==> src/rtl/rec_play_pkg.sv <==
// Shared types and width helpers for the record/play slot controller.
package rec_play_pkg;

  typedef enum logic [2:0] {
    S_INIT       = 3'd0,
    S_IDLE       = 3'd1,
    S_RECD       = 3'd2,
    S_RECD_PAUSE = 3'd3,
    S_PLAY       = 3'd4,
    S_PLAY_PAUSE = 3'd5
  } state_e;

  // Slot-select width; a single slot still gets a 1-bit select port.
  function automatic int unsigned calc_sw(input int unsigned n_slot);
    return (n_slot > 1) ? unsigned'($clog2(n_slot)) : 1;
  endfunction

  // Offset-within-slot width: the address bits left after the slot index.
  function automatic int unsigned calc_off_w(input int unsigned addr_w, input int unsigned n_slot);
    return addr_w - unsigned'($clog2(n_slot));
  endfunction

endpackage

==> src/rtl/rec_play_slot_ctrl_sec_timer.sv <==
// Saturating seconds counter driven by a cycle prescaler; holds when not running.
module sec_timer #(
  parameter int unsigned CLK_HZ = 50000000,
  parameter int unsigned SEC_W  = 7
) (
  input  logic             i_clk,
  input  logic             i_rst,
  input  logic             i_run,
  input  logic             i_clear,
  output logic [SEC_W-1:0] o_seconds
);

  localparam int unsigned TW = (CLK_HZ > 1) ? unsigned'($clog2(CLK_HZ)) : 1;
  localparam logic [TW-1:0] TICK_LAST = TW'(CLK_HZ - 1);

  logic [TW-1:0]    tick_q;
  logic [SEC_W-1:0] sec_q;

  always_ff @(posedge i_clk or posedge i_rst) begin
    if (i_rst) begin
      tick_q <= '0;
      sec_q  <= '0;
    end else if (i_clear) begin
      tick_q <= '0;
      sec_q  <= '0;
    end else if (i_run) begin
      if (tick_q == TICK_LAST) begin
        tick_q <= '0;
        if (sec_q != '1) sec_q <= sec_q + SEC_W'(1);
      end else begin
        tick_q <= tick_q + TW'(1);
      end
    end
  end

  assign o_seconds = sec_q;

endmodule

==> src/rtl/rec_play_slot_ctrl.sv <==
// Record/play control FSM over N_SLOT equal SRAM slots with per-slot recorded lengths.
module rec_play_slot_ctrl
  import rec_play_pkg::*;
#(
  parameter int unsigned ADDR_W = 20,
  parameter int unsigned N_SLOT = 4,
  parameter int unsigned CLK_HZ = 50000000,
  parameter int unsigned SEC_W  = 7,
  localparam int unsigned SW    = calc_sw(N_SLOT),
  localparam int unsigned OFF_W = calc_off_w(ADDR_W, N_SLOT)
) (
  input  logic              i_clk,
  input  logic              i_rst,
  input  logic              i_i2c_done,
  input  logic              i_key_start,
  input  logic              i_key_pause,
  input  logic              i_key_stop,
  input  logic              i_rec_mode,
  input  logic              i_loop,
  input  logic [SW-1:0]     i_slot_sel,
  input  logic [OFF_W-1:0]  i_rec_offset,
  input  logic [OFF_W-1:0]  i_play_offset,
  output logic [2:0]        o_state,
  output logic              o_i2c_start,
  output logic              o_rec_en,
  output logic              o_rec_pause,
  output logic              o_play_en,
  output logic              o_play_pause,
  output logic              o_stop,
  output logic              o_play_restart,
  output logic [ADDR_W-1:0] o_slot_base,
  output logic [OFF_W-1:0]  o_play_len,
  output logic [N_SLOT-1:0] o_slot_valid,
  output logic [SEC_W-1:0]  o_seconds
);

  localparam logic [OFF_W-1:0] SLOT_MAX = '1;

  state_e              state_q, state_d;
  logic [2:0]          key_d1_q, edge_q;
  logic [SW-1:0]       slot_q, sel_c;
  logic [OFF_W-1:0]    len_q [N_SLOT];
  logic [N_SLOT-1:0]   valid_q;
  logic [OFF_W-1:0]    play_len_q;
  logic [ADDR_W-1:0]   slot_base_q;
  logic                i2c_start_q, rec_en_q, rec_pause_q, play_en_q, play_pause_q;
  logic                stop_q, restart_q;
  logic                start_e, pause_e, stop_e;
  logic                latch_c, commit_c, clear_c, restart_c, stop_c, run_c;

  // Key edge detect; bit order is {stop, pause, start}.
  always_ff @(posedge i_clk or posedge i_rst) begin
    if (i_rst) begin
      key_d1_q <= '0;
      edge_q   <= '0;
    end else begin
      key_d1_q <= {i_key_stop, i_key_pause, i_key_start};
      edge_q   <= {i_key_stop, i_key_pause, i_key_start} & ~key_d1_q;
    end
  end

  assign sel_c = (N_SLOT > 1) ? i_slot_sel : '0;

  // Next-state decode with stop > pause > start priority on simultaneous edges.
  always_comb begin
    state_d   = state_q;
    latch_c   = 1'b0;
    commit_c  = 1'b0;
    clear_c   = 1'b0;
    restart_c = 1'b0;
    stop_e    = edge_q[2];
    pause_e   = edge_q[1] & ~edge_q[2];
    start_e   = edge_q[0] & ~edge_q[1] & ~edge_q[2];
    case (state_q)
      S_INIT: if (i_i2c_done) state_d = S_IDLE;
      S_IDLE: begin
        if (start_e) begin
          latch_c = 1'b1;
          if (i_rec_mode) begin
            state_d = S_RECD;
            clear_c = 1'b1;
          end else if (valid_q[sel_c]) begin
            state_d = S_PLAY;
            clear_c = 1'b1;
          end
        end
      end
      S_RECD: begin
        if (stop_e || (i_rec_offset == SLOT_MAX)) begin
          state_d  = S_IDLE;
          commit_c = 1'b1;
        end else if (pause_e) begin
          state_d = S_RECD_PAUSE;
        end
      end
      S_RECD_PAUSE: begin
        if (stop_e) begin
          state_d  = S_IDLE;
          commit_c = 1'b1;
        end else if (start_e) begin
          state_d = S_RECD;
        end
      end
      S_PLAY: begin
        if (stop_e) begin
          state_d = S_IDLE;
        end else if (pause_e) begin
          state_d = S_PLAY_PAUSE;
        end else if (i_play_offset >= len_q[slot_q]) begin
          if (i_loop) begin
            restart_c = 1'b1;
            clear_c   = 1'b1;
          end else begin
            state_d = S_IDLE;
          end
        end
      end
      S_PLAY_PAUSE: begin
        if (stop_e) state_d = S_IDLE;
        else if (start_e) state_d = S_PLAY;
      end
      default: state_d = S_IDLE;
    endcase
    stop_c = (state_d == S_IDLE) &&
             ((state_q == S_RECD) || (state_q == S_RECD_PAUSE) ||
              (state_q == S_PLAY) || (state_q == S_PLAY_PAUSE));
  end

  // State, slot bookkeeping and registered outputs aligned with the state register.
  always_ff @(posedge i_clk or posedge i_rst) begin
    if (i_rst) begin
      state_q      <= S_INIT;
      slot_q       <= '0;
      valid_q      <= '0;
      play_len_q   <= '0;
      slot_base_q  <= '0;
      i2c_start_q  <= 1'b1;
      rec_en_q     <= 1'b0;
      rec_pause_q  <= 1'b0;
      play_en_q    <= 1'b0;
      play_pause_q <= 1'b0;
      stop_q       <= 1'b0;
      restart_q    <= 1'b0;
      for (int i = 0; i < int'(N_SLOT); i++) len_q[i] <= '0;
    end else begin
      state_q      <= state_d;
      i2c_start_q  <= (state_d == S_INIT);
      rec_en_q     <= (state_d == S_RECD);
      rec_pause_q  <= (state_d == S_RECD_PAUSE);
      play_en_q    <= (state_d == S_PLAY);
      play_pause_q <= (state_d == S_PLAY_PAUSE);
      stop_q       <= stop_c;
      restart_q    <= restart_c;
      if (latch_c) begin
        slot_q      <= sel_c;
        play_len_q  <= len_q[sel_c];
        slot_base_q <= ADDR_W'(sel_c) << OFF_W;
      end
      if (commit_c) begin
        len_q[slot_q]   <= i_rec_offset;
        valid_q[slot_q] <= (i_rec_offset != '0);
        play_len_q      <= i_rec_offset;
      end
    end
  end

  assign run_c = (state_q == S_RECD) || (state_q == S_PLAY);

  sec_timer #(
    .CLK_HZ(CLK_HZ),
    .SEC_W (SEC_W)
  ) u_timer (
    .i_clk    (i_clk),
    .i_rst    (i_rst),
    .i_run    (run_c),
    .i_clear  (clear_c),
    .o_seconds(o_seconds)
  );

  assign o_state        = state_q;
  assign o_i2c_start    = i2c_start_q;
  assign o_rec_en       = rec_en_q;
  assign o_rec_pause    = rec_pause_q;
  assign o_play_en      = play_en_q;
  assign o_play_pause   = play_pause_q;
  assign o_stop         = stop_q;
  assign o_play_restart = restart_q;
  assign o_slot_base    = slot_base_q;
  assign o_play_len     = play_len_q;
  assign o_slot_valid   = valid_q;

endmodule

==> config.mk <==
export PLATFORM = sky130hd
export DESIGN_NAME = rec_play_slot_ctrl
export DESIGN_NICKNAME = d
export VERILOG_FILES = /design/src/rtl/rec_play_pkg.sv /design/src/rtl/rec_play_slot_ctrl_sec_timer.sv /design/src/rtl/rec_play_slot_ctrl.sv
export SDC_FILE = /design/constraint.sdc
export NUM_CORES = 1
export LEC_CHECK = 0
export CAP_MARGIN = 20
export CORE_ASPECT_RATIO = 0.5
export CORE_MARGIN = 1
export CORE_UTILIZATION = 50
export DETAILED_ROUTE_END_ITERATION = 12
export GPL_ROUTABILITY_DRIVEN = 0
export GPL_TIMING_DRIVEN = 0
export PLACE_DENSITY = 0.77
export SYNTH_ARGS = -nofsm -noshare
export SYNTH_HDL_FRONTEND = slang
export SYNTH_SLANG_ARGS = --single-unit
==> constraint.sdc <==
create_clock -name i_clk -period 5.2 [get_ports i_clk]
set_input_delay 1.3 -clock i_clk [delete_from_list [all_inputs] [get_ports i_clk]]
set_output_delay 1.3 -clock i_clk [all_outputs]
set_load 0.01 [all_outputs]
* Word-level counts from Yosys, hierarchy flattened
Index checks and enable logic that the tools add are counted.
Widths: inputs -> output; s select.
** Storage, ports and cells
- Output and inout bits :: 59
- Bits in read-only memories :: 0
- Bits of input ports :: 46
- Memories kept :: 0
- RAM bits :: 0
- Register bits :: 145
- Bits in latches :: 0
** Cells by class
- Multiply operators :: 0
- Div/mod/pow operators :: 0
- Multiplexer cells :: 52
- $add $sub $neg :: 2
- Shift-type cells :: 0
- Equal/unequal tests :: 13
- Bitwise logic cells :: 9
- Reduce and logical (&&, ||, !) cells :: 16
- Magnitude comparators :: 7
** Operators with widths (count)
- $mux 18 :: 7
- $mux 26 :: 3
- $bmux 18 s2 :: 2
- $bwmux 72 :: 1
- $mux 3 :: 14
- $demux 18 s2 :: 1
- $mux 7 :: 4
- $add 26x1->26 const B :: 1
- $eq 26x26->1 const B :: 1
- $eq 18x18->1 const B :: 1
- $ge 18x18->1 :: 1
- $pmux 3 s6 :: 1
- $reduce_bool 18->1 :: 1
- $mux 1 :: 14
- $eq 3x2->1 const B :: 4
- $eq 3x3->1 const B :: 4
- $reduce_bool 2->1 :: 4
- $add 7x1->7 const B :: 1
- $ne 7x7->1 const B :: 1
- $eq 3x1->1 const B :: 2
- $ge 3x3->1 const B :: 2
- $logic_not 3->1 :: 2
- $lt 2x3->1 const B :: 2
- $not 2->3 :: 2
- 13 further kinds :: 23

* Logic depth before layout (Yosys ltp)
Gate-level depths: netlist of the first run.
- Depth after elaboration :: 11
- Gate-level depth with buffers :: 12
- Depth with buffers taken out :: 9

* By module
A second synthesis of the first run with hierarchy kept.
** Second synthesis, totals
- Cell total of the unflattened synthesis :: 644
- Area, all modules :: 7841.3 um^2
** Modules (own cells, without submodules)
- rec_play_slot_ctrl :: cells an instance 447, area an instance 5967.0 um^2, times used 1
- sec_timer :: cells an instance 197, area an instance 1874.3 um^2, times used 1

* Worst setup path after synthesis of the first run
Ideal clock, no wire load.
- Path kind :: flip-flop to flip-flop
- Start :: register slot_q[0]
- End :: register u_timer.sec_q[0], in the netlist u_timer.o_seconds[0]
- Data required time :: 5.128 ns
- Cell stages (with the launch flop) :: 13
- Data arrival time :: 3.245 ns
- Period minus slack after synthesis :: 3.317 ns
- Path slack :: 1.883 ns
- Cells stage by stage :: dfrtp_1 -> buf_1 -> clkbuf_1 -> mux4_2 -> inv_1 -> ha_1 -> a21o_1 -> a21oi_1 -> o221ai_1 -> a211oi_1 -> o21ai_0 -> clkbuf_1 -> nor2_1
** Between the ends
- Cells in the longest elaborated chain, start to end :: 11
** Ends and longest elaborated chain
- start: declaration :: RTL line rec_play_slot_ctrl.sv:41 : logic [SW-1:0] slot_q, sel_c;
- start signal: assignment :: RTL line rec_play_slot_ctrl.sv:155 : slot_q <= sel_c;
- $not 2->3 (implied by the code) (*) :: RTL line rec_play_slot_ctrl.sv:109 : end else if (i_play_offset >= len_q[slot_q]) begin
- $bmux 18 s2 (*) :: RTL line rec_play_slot_ctrl.sv:109
- $mux 18 (implied by the code) (*) (2 in series) :: RTL line rec_play_slot_ctrl.sv:109
- $ge 18x18->1 (*) :: RTL line rec_play_slot_ctrl.sv:109
- $mux 1 (*) :: RTL line rec_play_slot_ctrl.sv:109
- $mux 1 (*) :: RTL line rec_play_slot_ctrl.sv:107 : end else if (pause_e) begin
- $mux 1 (*) :: RTL line rec_play_slot_ctrl.sv:105 : if (stop_e) begin
- $pmux 1 s2 (*) :: RTL line rec_play_slot_ctrl.sv:74 : case (state_q)
- $reduce_bool 2->1 (no line)
- $reduce_and 3->1 (no line)
- end signal: assignment :: RTL line rec_play_slot_ctrl_sec_timer.sv:29 : if (sec_q != '1) sec_q <= sec_q + SEC_W'(1);
- end: declaration :: RTL line rec_play_slot_ctrl_sec_timer.sv:17 : logic [SEC_W-1:0] sec_q;
Mark *: on every way between the ends. The rest lies on a longest branch, timed or not. The select of a mux whose other input is x is not followed.
A chain may end at the register's enable or synchronous reset.

* Worst setup path in the final report of the first run
- Start :: register slot_q[0]
- End :: register stop_q, in the netlist o_stop
** Between the ends
- Cells in the longest elaborated chain, start to end :: 11
** Ends and longest elaborated chain
- $not 2->3 (implied by the code) :: RTL line rec_play_slot_ctrl.sv:109
- $bmux 18 s2 :: RTL line rec_play_slot_ctrl.sv:109
- $mux 18 (implied by the code) (2 in series) :: RTL line rec_play_slot_ctrl.sv:109
- $ge 18x18->1 :: RTL line rec_play_slot_ctrl.sv:109
- $mux 3 :: RTL line rec_play_slot_ctrl.sv:109
- $mux 3 :: RTL line rec_play_slot_ctrl.sv:107
- $mux 3 :: RTL line rec_play_slot_ctrl.sv:105
- $pmux 3 s6 :: RTL line rec_play_slot_ctrl.sv:74
- $eq 3x1->1 :: RTL line rec_play_slot_ctrl.sv:124 : stop_c = (state_d == S_IDLE) &&
- $logic_and 1x1->1 :: RTL line rec_play_slot_ctrl.sv:124
- via stop_c :: RTL line rec_play_slot_ctrl.sv:49 : logic latch_c, commit_c, clear_c, restart_c, stop_c, run_c;
- end signal: assignment :: RTL line rec_play_slot_ctrl.sv:152 : stop_q <= stop_c;
- end: declaration :: RTL line rec_play_slot_ctrl.sv:47 : logic stop_q, restart_q;
The timed path passes the listed nets, and every way through them passes these cells. The select of a mux whose other input is x is not followed.

==> reports/qor.csv, run 1 <==
metric,value,unit
power,3.435,mW
clkTransAtPathRegs,0.07,ns
synth_ff_type,dfrtp_1,
grt_max_degree,95,
period_share,0.9048,
cts_made_buffers,17,
yosys.area.top_type,dfrtp_1,
ctsHoldBuffers,0,
crit_path_end_kind,flip-flop,
synth_area,7716,sq um
dp_slack,0.6044,ns
wirelength,18490,um
numPortBuffers,86,
hold_viol_final,0,
timing.rr.start,slot_q[0]$_DFFE_PP0P_,
dieArea,15960,sq um
insertion_delay,0.42,ns
stdcell_count,964,
start_util,0.5221,
post-synth-top-count-cell,dfrtp_1,
slew_viol_final,0,
placed_cells,932,
h-tree-depth,4,
area_growth,22.91,%
synthCells,630,
grt_pass1_vias,5688,
worst_pin_slew,0.9283,ns
fin_area,9484,sq um
worst_hold_slack,0.3954,ns
power_leakage,4.374,nW
arrival,4.96,ns
fin_crit,4.705,ns
status,"finished, final reports clean",
rsz0062_at_grt,false,
viasPerCell,5.770,
ios,105,
cp.required,5.46,ns
gr-total-overflow,0,
synth_cell_types,54,
wl_per_cell,19.18,um
r2r_slack,0.49,ns
yosys_warnings,0,
dr.pass1.iters,5,
dpl.hpwl,12800,um
grt_use_total,0.2489,
cap_violations,0,
drc,0,
setup_violations,0,
synth_top_area_share,0.4670,
numClockSinks,145,
cellPowerDensity,362.1,nW/um^2
start_kind,flip-flop,
rows,31,
synth_seq_cells,145,
core-area,14780,sq um
cts_root_buf,clkbuf_16,
fin_skew,0.01205,ns
fin_tns_setup,0,ns
startpoint,slot_q[0]$_DFFE_PP0P_,
die_y,89.84,um
seq_area_frac_synth,0.4704,
layout-drive-gt1-share,0.2493,
fin_nets,821,
cp_max_fo,10,
postLayoutSetupSlackWorst,0.4950,ns
synthTopCellsByCount,"144 x dfrtp_1, 78 x mux2_2, 44 x nor2_1",
relSlewSlack,0.3812,
criticalPathCategory,reg2reg,
vias,5562,
antenna_found_initial,0,
synth_edf_count,0,
synth_area_leaders,"dfrtp_1 47%, mux2_2 11%, mux4_2 11%",
fmax,212.5,MHz
die_w,177.7,um
clockBufferDepth,2,
cts_tree,done,
antenna_left,0,
r2r_end,o_stop$_DFF_PP0_,
grt_pass1_wl,30160,um
syn_area_per_cell,12.25,sq um
dpl-instance-area,8921,sq um
drt_iter0_markers,349,
cts_resized,0,
post-route-util,0.6418,
peakVddDrop,251.6,uV
diodes,0,
post_cts_buffers,0,
rr_worst_depth,10,
hp-class,reg2reg,
crit_end,o_stop$_DFF_PP0_,
ys_async_sr_fraction,1.000,
-- worst min-delay path by stage --
stage                           from                   to  slack, ns  cells after the start
2_1_floorplan  key_d1_q[0]$_DFF_PP0_  edge_q[0]$_DFF_PP0_       0.38                      1
3_3_place_gp   key_d1_q[2]$_DFF_PP0_  edge_q[2]$_DFF_PP0_       0.39                      1
3_5_place_dp   key_d1_q[0]$_DFF_PP0_  edge_q[0]$_DFF_PP0_       0.40                      1
4_1_cts        key_d1_q[1]$_DFF_PP0_  edge_q[1]$_DFF_PP0_       0.40                      1
5_1_grt        key_d1_q[1]$_DFF_PP0_  edge_q[1]$_DFF_PP0_       0.41                      1
6_report       key_d1_q[1]$_DFF_PP0_  edge_q[1]$_DFF_PP0_       0.40                      1
-- layer usage --
metal  routed length, um  GRT usage  part of all wire  vias up
met5                   0          0                 0        -
met4                 329    0.08120             0.018        0
met3                1078    0.05203             0.058       34
met2                8952     0.4004              0.48      181
met1                8127     0.3379              0.44     2836
li1                    -          -                 -     2511
-- report_power, final --
part / switching, mW / total, mW / internal (mW)
clock network: 0.529 / 1.17 / 0.639
registers: 0.137 / 1.43 / 1.29
logic: 0.383 / 0.836 / 0.453
-- final cells by class --
cell class	instances	area, sq um
fillers	1124	5294
multi-input cells	435	3781
flip-flops and latches	145	3630
repair buffers	87	888.4
clock buffers	18	439.2
plain buffers	44	282.8
well taps	198	247.7
clock inverters	14	123.9
inverters	23	91.34
-- layout by cell type (no fill, tap or decap), types with 3 or more instances in the layout --
| master | instances |
|---|---|
| nand2b_1 | 6 |
| nand4_1 | 18 |
| clkinvlp_4 | 3 |
| clkdlybuf4s50_1 | 86 |
| and3_1 | 11 |
| nor4_1 | 7 |
| o21ai_0 | 22 |
| inv_1 | 22 |
| mux4_2 | 37 |
| clkbuf_16 | 17 |
| nand3_1 | 15 |
| mux2i_1 | 20 |
| a21oi_1 | 13 |
| clkinv_4 | 5 |
| or4_1 | 3 |
| buf_6 | 4 |
| nor3b_1 | 3 |
| ha_1 | 22 |
| clkbuf_1 | 11 |
| dfrtp_1 | 144 |
| buf_2 | 7 |
| nor2b_1 | 4 |
| and4_1 | 4 |
| conb_1 | 18 |
| nor3_1 | 6 |
| a21o_1 | 4 |
| xor2_1 | 25 |
| inv_6 | 5 |
| buf_4 | 21 |
| mux2_2 | 78 |
| nor2_1 | 44 |
| nand2_1 | 41 |
-- flip-flops by register name (all words and copies together) (netlist names), 2 cells and up --
name / count
u_timer.o_seconds: 7
o_play_len: 18
u_timer.tick_q: 26
edge_q: 3
len_q: 72
o_slot_valid: 4
slot_q: 2
o_state: 3
key_d1_q: 3
-- critical path, cell delays in order (launching register included) --
cell      delay, ns
dfrtp_1        0.45
buf_1          0.72
clkbuf_1       0.60
mux4_2         0.33
inv_1          0.05
ha_1           0.29
nand4_1        0.18
nor4_1         0.62
a211oi_1       0.32
a31oi_1        0.44
nor4bb_1       0.55
-- logic make-up after synthesis --
group / count (synthesis) / synth area share
buffers and inverters: 67 / 0.04783
DFF: 145 / 0.4704
adders and majority gates: 22 / 0.03567
AOI/OAI and AO/OA: 56 / 0.04476
xor gates and xnor gates: 27 / 0.03065
muxes: 135 / 0.2478
other: 1 / 0.0004860
and+or+nand+nor: 177 / 0.1224
(Power assumes the default switching activity.)
==> run 2: changes to the inputs <==
- CORE_UTILIZATION: 50 -> 30
- CTS_BUF_LIST: not set -> sky130_fd_sc_hd__clkbuf_4 sky130_fd_sc_hd__clkbuf_8
- PLACE_DENSITY: 0.77 -> not set
==> run 2 against run 1 <==
Against the previous run:
- sequential power barely moved
- routed wire length rose by 3.2%
- sequential share of layout area barely moved
- critical endpoint unchanged
- largest power group unchanged
==> reports/qor.csv, run 2 (synthesis gave the netlist of run 1 again) <==
metric,value,unit
largest_reg_flops,72,
hold_viol_final,0,
dieArea,26410,sq um
final_common_cell,dfrtp_1,
hp-class,reg2reg,
drc,0,
arrival,4.94,ns
status,"finished, final reports clean",
core-area,25240,sq um
cap_violations,0,
rr_worst_depth,11,
drt_iter0_markers,275,
grt_use_total,0.1519,
sw_frac_of_total,0.3110,
viasPerCell,4.841,
hold_path_depth,1,
period_share,0.8873,
worst_hold_slack,0.3965,ns
combPwrFrac,0.265,
die_w,228.8,um
post_cts_buffers,0,
power_frac_seq,0.455,
worst_pin_slew,0.9245,ns
postLayoutSetupSlackWorst,0.5861,ns
antenna_left,0,
cp_max_fo,10,
start_kind,flip-flop,
layout-drive-gt1-share,0.2493,
p_int,2.167,mW
power_leakage,4.302,nW
cts_tree,done,
die_y,115.4,um
dr.pass1.iters,4,
ios,105,
fin_skew,0.01681,ns
wl_per_cell,17.19,um
gr-total-overflow,0,
rows,41,
fin_nets,821,
r2r_end,o_stop$_DFF_PP0_,
numClockSinks,145,
dp_slack,0.6224,ns
timing.rr.start,slot_q[0]$_DFFE_PP0P_,
numPortBuffers,86,
vias,5373,
dpl.hpwl,13730,um
peakVddDrop,147.9,uV
crit_path_end_kind,flip-flop,
insertion_delay,0.46,ns
r2r_slack,0.59,ns
netSwitchingPower,978.3,uW
hold_path_startpoint,key_d1_q[2]$_DFF_PP0_,
cts_resized,0,
rsz0062_at_grt,false,
clockBufferDepth,2,
stdcell_count,1110,
wirelength,19080,um
diodes,0,
relSlewSlack,0.3837,
clkTransAtPathRegs,0.09,ns
setup_violations,0,
grt_pass1_vias,5498,
power_frac_clock,0.279,
hold_path_end,edge_q[2]$_DFF_PP0_,
cts_root_buf,clkbuf_8,
fmax,216.7,MHz
top_register,len_q,
crit_path_max_incr_delay,0.76,ns
mostFrequentLayoutCells,"144 x dfrtp_1, 86 x clkdlybuf4s50_1, 78 x mux2_2",
placed_cells,1078,
cts_made_buffers,17,
grt_pass1_wl,30460,um
h-tree-depth,4,
cellPowerDensity,331.5,nW/um^2
antenna_found_initial,0,
slew_viol_final,0,
area_growth,22.99,%
start_util,0.3057,
crit_path_cell_trace,buf_1 -> clkbuf_1 -> mux4_2 -> inv_1 -> ha_1 -> a21o_1 -> a21oi_1 -> o221ai_1 -> a211oi_1 -> a31oi_1 -> nor4bb_1,
fin_crit,4.614,ns
cp.required,5.53,ns
grt_max_degree,98,
ctsHoldBuffers,0,
criticalPathCategory,reg2reg,
cp_slowest_cell,a211oi_1,
## run 2: cell count changes in the layout (fill, tap and decap cells not counted), sizes merged
cell	change
clkbuf	+3
inv	-4
bufinv	+1
clkinv	+1
clkinvlp	-1
## run 2: worst max-delay path, delay by kind of cell, from the launching register on
kind	cells	cell delay (ns)
compound gates	5	1.66
fa+ha+maj	1	0.25
buf+inv	3	1.39
flops	1	0.51
mux	1	0.40
simple gates	1	0.24
## run 2: final cells by class
| class | count | area [sq um] |
|---|---|---|
| Timing Repair Buffer | 87 | 888.4 |
| Sequential cell | 145 | 3630 |
| Clock inverter | 11 | 103.9 |
| Tap cell | 344 | 430.4 |
| Clock buffer | 21 | 282.8 |
| Buffer | 44 | 282.8 |
| Multi-Input combinational cell | 435 | 3781 |
| Inverter | 23 | 91.34 |
| Fill cell | 2460 | 15750 |
## run 2: routing by layer
metal  share of wire  track usage  up-vias
li1                -            -     2524
met1            0.44       0.1865     2733
met2            0.52       0.2673       92
met3           0.030      0.03274       24
met4           0.017      0.05333        0
met5               0            0        -
## run 2: worst max path at each step
stage                     cells past startpoint                          endpoint                  start  slack (ns)
after floorplan                               1               edge_q[0]$_DFF_PP0_                  i_rst       0.007
after global placement                        2             len_q[46]$_DFFE_PP0P_                  i_rst       -2.14
after detailed placement                     12  u_timer.o_seconds[0]$_DFFE_PP0P_  slot_q[0]$_DFFE_PP0P_        0.62
after CTS                                    12  u_timer.o_seconds[0]$_DFFE_PP0P_  slot_q[0]$_DFFE_PP0P_        0.58
after global routing                         12  u_timer.o_seconds[0]$_DFFE_PP0P_  slot_q[0]$_DFFE_PP0P_        0.23
final                                        11                  o_stop$_DFF_PP0_  slot_q[0]$_DFFE_PP0P_        0.59
## run 2: stage by stage
| stage | power [mW] | area, sq um | utilization | setup TNS (ns) |
|---|---|---|---|---|
| 3_3_place_gp | 2.266 | 9071 | 0.3594 | -305.87 |
| 2_1_floorplan | 1.931 | 7780 | - | 0 |
| 3_5_place_dp | 2.296 | 9104 | 0.3607 | 0 |
| 4_1_cts | 3.183 | 9490 | 0.3760 | 0 |
| 5_1_grt | 3.325 | 9490 | 0.3760 | 0 |
| 6_report | 3.146 | 9490 | 0.3760 | 0 |
## run 2: power groups by stage
stage	logic, mW	registers [mW]	clock network (mW)
3_5_place_dp	0.842	1.45	0
6_report	0.834	1.43	0.879
5_1_grt	0.911	1.46	0.958
3_3_place_gp	0.824	1.44	0
4_1_cts	0.844	1.43	0.906
2_1_floorplan	0.487	1.44	0
